**src/rtl/tmr_pkg.sv**
```systemverilog
// Shared types for the input-capture timer: FSM state encoding, edge-select
// encoding and the edge-select decode used by the edge detector.
package tmr_pkg;

  localparam int CNT_W = 32;

  typedef enum logic [1:0] {
    ST_IDLE    = 2'd0,
    ST_ARMED   = 2'd1,
    ST_MEASURE = 2'd2
  } cap_state_t;

  typedef enum logic [1:0] {
    EDGE_RISE     = 2'b00,
    EDGE_FALL     = 2'b01,
    EDGE_BOTH     = 2'b10,
    EDGE_RISE_ALT = 2'b11
  } edge_sel_t;

  // The unused 11 code behaves as rising, so it falls into the default arm.
  function automatic logic edge_match(input edge_sel_t sel, input logic rise, input logic fall);
    case (sel)
      EDGE_FALL: return fall;
      EDGE_BOTH: return rise | fall;
      default:   return rise;
    endcase
  endfunction

endpackage

```
**src/rtl/edge_detector.sv**
```systemverilog
// Synchronises the asynchronous capture line and produces a one-cycle pulse
// on the selected edge polarity. Runs continuously, independent of the FSM.
module edge_detector
  import tmr_pkg::*;
(
  input  logic      clk,
  input  logic      rst,
  input  logic      capture_in,
  input  edge_sel_t edge_sel,
  output logic      edge_pulse
);

  // [0],[1] form the synchroniser, [2] is the history flop.
  logic [2:0] pipe_reg;
  logic       rise;
  logic       fall;

  always_ff @(posedge clk) begin
    if (rst) begin
      pipe_reg <= 3'b000;
    end else begin
      pipe_reg <= {pipe_reg[1:0], capture_in};
    end
  end

  assign rise       = pipe_reg[1] & ~pipe_reg[2];
  assign fall       = ~pipe_reg[1] & pipe_reg[2];
  assign edge_pulse = edge_match(edge_sel, rise, fall);

endmodule

```
**src/rtl/input_capture.sv**
```systemverilog
// Input-capture timer: measures cycles between consecutive selected edges of
// capture_in, with single-shot/continuous modes, timeout and overrun flagging.
module input_capture
  import tmr_pkg::*;
(
  input  logic             clk,
  input  logic             rst,
  input  logic             capture_in,
  input  logic             trigger,
  input  logic             halt,
  input  logic             single_shot,
  input  logic [1:0]       edge_sel,
  input  logic [CNT_W-1:0] timeout_value,
  input  logic             capture_ack,
  output logic [CNT_W-1:0] captured_value,
  output logic             capture_valid,
  output logic             overrun,
  output logic             timeout,
  output logic             active,
  output logic [CNT_W-1:0] counter
);

  cap_state_t       state_reg, state_next;
  logic [CNT_W-1:0] counter_reg, counter_next;
  logic [CNT_W-1:0] captured_reg, captured_next;
  logic             valid_reg, valid_next;
  logic             overrun_reg, overrun_next;
  logic             timeout_reg, timeout_next;
  logic             single_shot_reg, single_shot_next;
  edge_sel_t        edge_sel_reg, edge_sel_next;
  logic             edge_pulse;
  logic             capture_evt;
  logic [CNT_W-1:0] counter_inc;

  edge_detector u_edge_detector (
    .clk        (clk),
    .rst        (rst),
    .capture_in (capture_in),
    .edge_sel   (edge_sel_reg),
    .edge_pulse (edge_pulse)
  );

  assign counter_inc = counter_reg + {{(CNT_W-1){1'b0}}, 1'b1};

  always_ff @(posedge clk) begin
    if (rst) begin
      state_reg       <= ST_IDLE;
      counter_reg     <= '0;
      captured_reg    <= '0;
      valid_reg       <= 1'b0;
      overrun_reg     <= 1'b0;
      timeout_reg     <= 1'b0;
      single_shot_reg <= 1'b1;
      edge_sel_reg    <= EDGE_RISE;
    end else begin
      state_reg       <= state_next;
      counter_reg     <= counter_next;
      captured_reg    <= captured_next;
      valid_reg       <= valid_next;
      overrun_reg     <= overrun_next;
      timeout_reg     <= timeout_next;
      single_shot_reg <= single_shot_next;
      edge_sel_reg    <= edge_sel_next;
    end
  end

  always_comb begin
    state_next       = state_reg;
    counter_next     = counter_reg;
    captured_next    = captured_reg;
    valid_next       = valid_reg;
    overrun_next     = overrun_reg;
    timeout_next     = 1'b0;
    single_shot_next = single_shot_reg;
    edge_sel_next    = edge_sel_reg;
    capture_evt      = 1'b0;

    // halt outranks every event, including a simultaneous trigger or edge.
    if (halt) begin
      state_next   = ST_IDLE;
      counter_next = '0;
    end else begin
      case (state_reg)
        ST_IDLE: begin
          counter_next = '0;
          if (trigger) begin
            state_next       = ST_ARMED;
            single_shot_next = single_shot;
            edge_sel_next    = edge_sel_t'(edge_sel);
            overrun_next     = 1'b0;
          end
        end
        ST_ARMED: begin
          counter_next = '0;
          if (edge_pulse) state_next = ST_MEASURE;
        end
        ST_MEASURE: begin
          if (edge_pulse) begin
            capture_evt  = 1'b1;
            counter_next = '0;
            if (single_shot_reg) state_next = ST_IDLE;
          end else if ((timeout_value != '0) && (counter_inc == timeout_value)) begin
            timeout_next = 1'b1;
            counter_next = '0;
            state_next   = ST_IDLE;
          end else begin
            counter_next = counter_inc;
          end
        end
        default: begin
          state_next   = ST_IDLE;
          counter_next = '0;
        end
      endcase
    end

    // An ack in the capture cycle frees the slot for the new value.
    if (capture_evt) begin
      if (!valid_reg || capture_ack) begin
        captured_next = counter_inc;
        valid_next    = 1'b1;
      end else begin
        overrun_next = 1'b1;
      end
    end else if (capture_ack) begin
      valid_next = 1'b0;
    end
  end

  assign captured_value = captured_reg;
  assign capture_valid  = valid_reg;
  assign overrun        = overrun_reg;
  assign timeout        = timeout_reg;
  assign counter        = counter_reg;
  assign active         = (state_reg != ST_IDLE);

endmodule

```
**config.mk**
```make
export PLATFORM = sky130hd
export DESIGN_NAME = input_capture
export DESIGN_NICKNAME = d
export VERILOG_FILES = /design/src/rtl/tmr_pkg.sv /design/src/rtl/edge_detector.sv /design/src/rtl/input_capture.sv
export SDC_FILE = /design/constraint.sdc
export NUM_CORES = 1
export LEC_CHECK = 0
export BUFFER_PORTS_ARGS = -buffer_cell sky130_fd_sc_hd__buf_2
export CORE_MARGIN = 10
export CORE_UTILIZATION = 55
export CTS_BUF_LIST = sky130_fd_sc_hd__clkbuf_8 sky130_fd_sc_hd__clkbuf_16
export DETAILED_ROUTE_END_ITERATION = 12
export GPL_TIMING_DRIVEN = 1
export HOLD_SLACK_MARGIN = 0.1
export PLACE_DENSITY = 0.79
export SYNTH_ARGS = -nofsm -noshare
export SYNTH_HDL_FRONTEND = slang
export SYNTH_SLANG_ARGS = --single-unit
```
**constraint.sdc**
```tcl
create_clock -name clk -period 4.65 [get_ports clk]
set_input_delay 0.465 -clock clk [delete_from_list [all_inputs] [get_ports clk]]
set_output_delay 0.465 -clock clk [all_outputs]
set_load 0.01 [all_outputs]
```
* Yosys cells after proc, flatten, opt, wreduce, memory -nomap -nowiden *
Index checks and enable logic that the tools add are counted.

word-level totals
  output and inout bits = 68
  flip-flop bits (word level) = 75
  input bits = 41

cells by class
  muxes and demuxes = 19
  reductions and logical operators = 14
  bitwise operators = 7
  add/sub/neg operators = 1
  eq/ne operators = 10

operators by type and width
  kind                                                                     number
  32-bit by 1-bit adder with 32-bit output, second input constant          1
  32-bit == test                                                           1
  32-bit nonzero test                                                      1
  1-bit two-way mux                                                        12
  2-bit two-way mux                                                        5
  3-bit inequality test, second input constant                             2
  2-bit case mux with 3 select lines                                       1
  5-bit OR reduction                                                       1
  2-bit by 1-bit == test with 1-bit output, second input constant          2
  2-bit == test, second input constant                                     2
  2-bit inequality test, second input constant                             2
  1-bit inverter                                                           4
  2-bit AND reduction                                                      2
  4-bit AND reduction                                                      1
  2-bit nonzero test                                                       2
  4-bit OR reduction                                                       1
  3-bit AND reduction                                                      1
  1-bit AND                                                                2
  2-bit logical NOT                                                        1
  2-bit by 1-bit inequality test with 1-bit output, second input constant  1
  1-bit case mux with 2 select lines                                       1
  2-bit OR reduction                                                       1
  1-bit logical AND                                                        1
  1-bit logical NOT                                                        1
  2 further kinds                                                          2

* Logic depth before layout (Yosys ltp) *
  word-level depth = 9
  depth in mapped cells = 11
  gate-level depth less buffers = 9

* Hierarchy *
A second synthesis with hierarchy kept.

second synthesis, totals
  cells, all modules = 507
  area total of the unflattened synthesis = 4,493.1 um2

modules (own cells, without submodules)
  module         instances  area each (um2)  sequential area each (um2)  cells an instance
  input_capture  1          4,325.4          1,441.4                     488
  edge_detector  1          167.7            60.1                        19

* Worst setup path before layout *
OpenSTA, ideal clock, no wires.

  path kind = flip-flop to flip-flop
  start point = register counter_reg[0] (netlist: counter[0])
  end point = register counter_reg[15] (netlist: counter[15])
  library setup time = 0.132 ns
  setup slack = 1.143 ns
  required time = 4.518 ns
  cell stages (with the launch flop) = 11
  period minus slack after synthesis = 3.507 ns
  arrival = 3.375 ns
  cells stage by stage = dfxtp_1 > ha_1 > xor2_1 > a211oi_1 > nand3_1 > or4b_1 > or4_1 > or4_4 > nor4_4 > buf_6 > nor3_1

on the way
  word-level cells in the longest chain between the ends = 4

RTL lines
  what                                      line                  text
  from (decl)                               input_capture.sv:24   logic [CNT_W-1:0] counter_reg, counter_next;
  from (signal assigned)                    input_capture.sv:57   counter_reg <= counter_next;
  32-bit by 1-bit adder with 32-bit output  input_capture.sv:43   assign counter_inc = counter_reg + {{(CNT_W-1){1'b0}}, 1'b1};
  net counter_inc[1]                        input_capture.sv:33   logic [CNT_W-1:0] counter_inc;
  32-bit == test                            input_capture.sv:102  end else if ((timeout_value != '0) && (counter_inc == timeout_value)) begin
  1-bit logical AND                         input_capture.sv:102
  5-bit OR reduction (no source line)       --

The timed path passes the listed nets, and every way through them passes these cells.
A chain may end at the register's enable or synchronous reset.

* Final worst setup path *
  start point = register counter_reg[2] (netlist: counter[2])
  end point = register counter_reg[1] (netlist: counter[1])

on the way
  word-level cells in the longest chain between the ends = 4

RTL lines
  what                                      line
  32-bit by 1-bit adder with 32-bit output  input_capture.sv:43
  32-bit == test                            input_capture.sv:102
  1-bit logical AND                         input_capture.sv:102
  5-bit OR reduction (no source line)       --

No other way between the ends.

==> results.toml <==
[detailed_routing]
route.detailed.drc = 0
wl_um = 17300
drt-vias-per-instance = 6.54
vias = 5113
wl_met3_um = 1790
highest_layer = "met4"
drtIter0Drc = 588
met2WireLength_um = 7680
first_pass_iters = 7
wl_per_cell_um = 22.2
met1_length_um = 7310
ant_nets = 0

[die]
io_pins = 109
die_h_um = 112
start_util_pct = 56.6
die_w_um = 112
core_um2 = 8220
rows = 33
dieArea_um2 = 12500

[power]
internal_power_mw = 0.876
ir_worst_vdd_mv = 0.148
powerDensity_nw_per_um2 = 221
pwr-share-seq_pct = 53.9
pwr-share-clk_pct = 37.8
power_frac_comb_pct = 8.3
p_switching_mw = 0.324
p_sw_share_pct = 27.0
cellLeakagePower_nw = 2.01

[timing]
fin_skew_ps = 13.5
setup_tns_ps = 0
maxSlewHeadroom_pct = 13.4
hold_slack_ps = 306
fmax_mhz = 244
tightestPinTransition_ps = 1300
worst_slack_ps = 558
min_period_over_period_pct = 88.0
grt_setup_unrepaired = "false"
hold_viol = 0
min_period_ps = 4090
setup_viol = 0
drv_slew = 0

[clock_network]
clk_latency_ps = 360
cts_hold_buf = 0
cts_tree = "built"
root_buffer = "clkbuf_8"
numCtsBuffers = 9
cts_buffer_depth = 2
htreeDepth = 3
cts-resized-gates = 0
cts_sinks = 75
post-cts-setup-buffers = 0
clkTransAtPathRegs_ps = 90

[cells_and_area]
num-nets-final = 718
fin_cells = 782
drive_gt1_share_pct = 22.5
area_delta_synth_final_pct = 16.5
final_core_util_pct = 65.9
n_antenna_cell = 0

[placement]
place_inst = 766
gp_congestion = 1.06
port_buffers = 108
dp_hpwl_um = 13700
dp_slack_ps = 682

[global_route]
grt_antenna_before_repair = 0
grt_pass1_vias = 4941
grt_pass1_wl_um = 27000
globalRouteTotalUtil_pct = 26.3
overflow = 0
grt_max_degree = 44

[synth]
synth_top_area_cell = "dfxtp_1"
synth_area_per_cell_um2 = 8.07
yosysWarnings = 0
synthFlopType = "dfxtp_1"
synthesis.nets = 622
ys_top_cells_by_area = "dfxtp_1 32%, nor3_1 5.7%, a211oi_1 5.6%"
ys_seq_area_share_pct = 32.3
ys_ff_latch = 75
synth_area_um2 = 4650
yosysUniqueCellTypes = 69
ys_async_sr_fraction_pct = 0
synth_top_area_share_pct = 32.3
post_synth_inst_count = 576
synth_edf_count = 0

[critical_path]
critPathKind = "flip-flop to flip-flop"
slowest_delay_ps = 550
cpLargestDelayFamily = "simple AND/OR/NAND/NOR gates"
crit_path_end_kind = "flip-flop"
critPathMaxFanout = 21
cp.buffers_inverters = 1
required_ps = 4830
cp_slowest_cell = "or4_4"
crit_chain = "nand3_1 -> nor3b_2 -> nand4_1 -> a211o_1 -> or4_1 -> or4_4 -> nor4_4 -> buf_4 -> nor3b_1"
start_kind = "flip-flop"
arrival_ps = 4280

[worst_hold_path]
hold_path_class = "primary input to flip-flop"

[outcome]
outcome = "finished, final reports clean"

[flow_run]
drv_cap = 0
## placed cells by master (no fill, tap or decap), drive strengths merged, types with 3 or more instances in the layout
| cell | netlist | routed |
|---|---|---|
| a2111oi | 3 | 3 |
| a211oi | 35 | 35 |
| a21oi | 14 | 14 |
| a31o | 3 | 3 |
| a31oi | 3 | 3 |
| and2 | 4 | 4 |
| and3 | 14 | 14 |
| and4 | 6 | 6 |
| buf | 16 | 120 |
| clkbuf | 19 | 9 |
| clkinvlp | 0 | 3 |
| dfxtp | 75 | 75 |
| ha | 5 | 5 |
| inv | 9 | 11 |
| mux2i | 3 | 3 |
| nand2 | 29 | 29 |
| nand2b | 10 | 10 |
| nand3 | 25 | 25 |
| nand4 | 27 | 27 |
| nor2 | 63 | 63 |
| nor2b | 14 | 14 |
| nor3 | 53 | 53 |
| nor3b | 6 | 6 |
| nor4 | 20 | 20 |
| nor4b | 3 | 3 |
| o2111ai | 3 | 3 |
| o211ai | 5 | 5 |
| o21ai | 12 | 12 |
| or2 | 4 | 4 |
| or3 | 3 | 3 |
| or4 | 8 | 8 |
| xnor2 | 27 | 27 |
| xor2 | 23 | 23 |
## synthesized netlist by cell type (10+ instances only)
library cell	instances
a21oi_1	14
nand2b_1	10
nor2_1	63
nand2_1	29
nor4_1	18
dfxtp_1	75
nand4_1	25
buf_2	11
xnor2_1	26
and3_1	14
nand3_1	25
clkbuf_1	19
nor3_1	53
xor2_1	23
nor2b_1	14
a211oi_1	35
## layout make-up
type,instances,area [um^2]
clock buffer,9,124
clock inverter,7,45.0
fill,738,2800
inverter,9,33.8
multi-input combinational,457,2950
sequential,75,1500
tap,105,131
timing repair buffer,120,631
## worst paths after layout
kind | depth (start not counted) | slack [ps] | endpoint | start
setup / recovery | 9 | 560 | counter[1] | counter[2]
hold / removal | 2 | 310 | single_shot_reg | single_shot
setup reg to reg | 9 | 560 | counter[1] | counter[2]
hold reg to reg | 2 | 450 | u_edge_detector.pipe_reg[2] | u_edge_detector.pipe_reg[1]
## layer usage
metal	vias up	track usage, %
met5	-	0
met4	0	9.90
met3	43	6.01
met2	326	40.6
met1	2396	34.8
li1	2348	-
## stage by stage
stage	area [um^2]	power (mW)
6_report	5420	1.20
5_1_grt	5420	1.23
4_1_cts	5420	1.20
3_5_place_dp	5250	0.758
3_3_place_gp	5250	0.757
2_1_floorplan	4650	0.711
## power by group through the flow
stage	clock [mW]	sequential [mW]	combinational, mW
3_5_place_dp	0	0.661	0.0961
3_3_place_gp	0	0.661	0.0957
5_1_grt	0.480	0.647	0.107
6_report	0.454	0.646	0.0999
2_1_floorplan	0	0.661	0.0498
4_1_cts	0.456	0.646	0.0968
## kinds of logic (layout without fill, tap and decap cells)
kind of cell | Yosys count | in the layout | share of synthesized area, %
and+or+nand+nor | 294 | 294 | 34.9
AOI/OAI and AO/OA | 102 | 102 | 15.8
DFF | 75 | 75 | 32.3
xor gates and xnor gates | 51 | 51 | 10.1
buffers and inverters | 44 | 145 | 4.41
adders and majority gates | 5 | 5 | 1.35
muxes | 5 | 5 | 1.13
No activity file was read; power rests on OpenSTA's default activity.
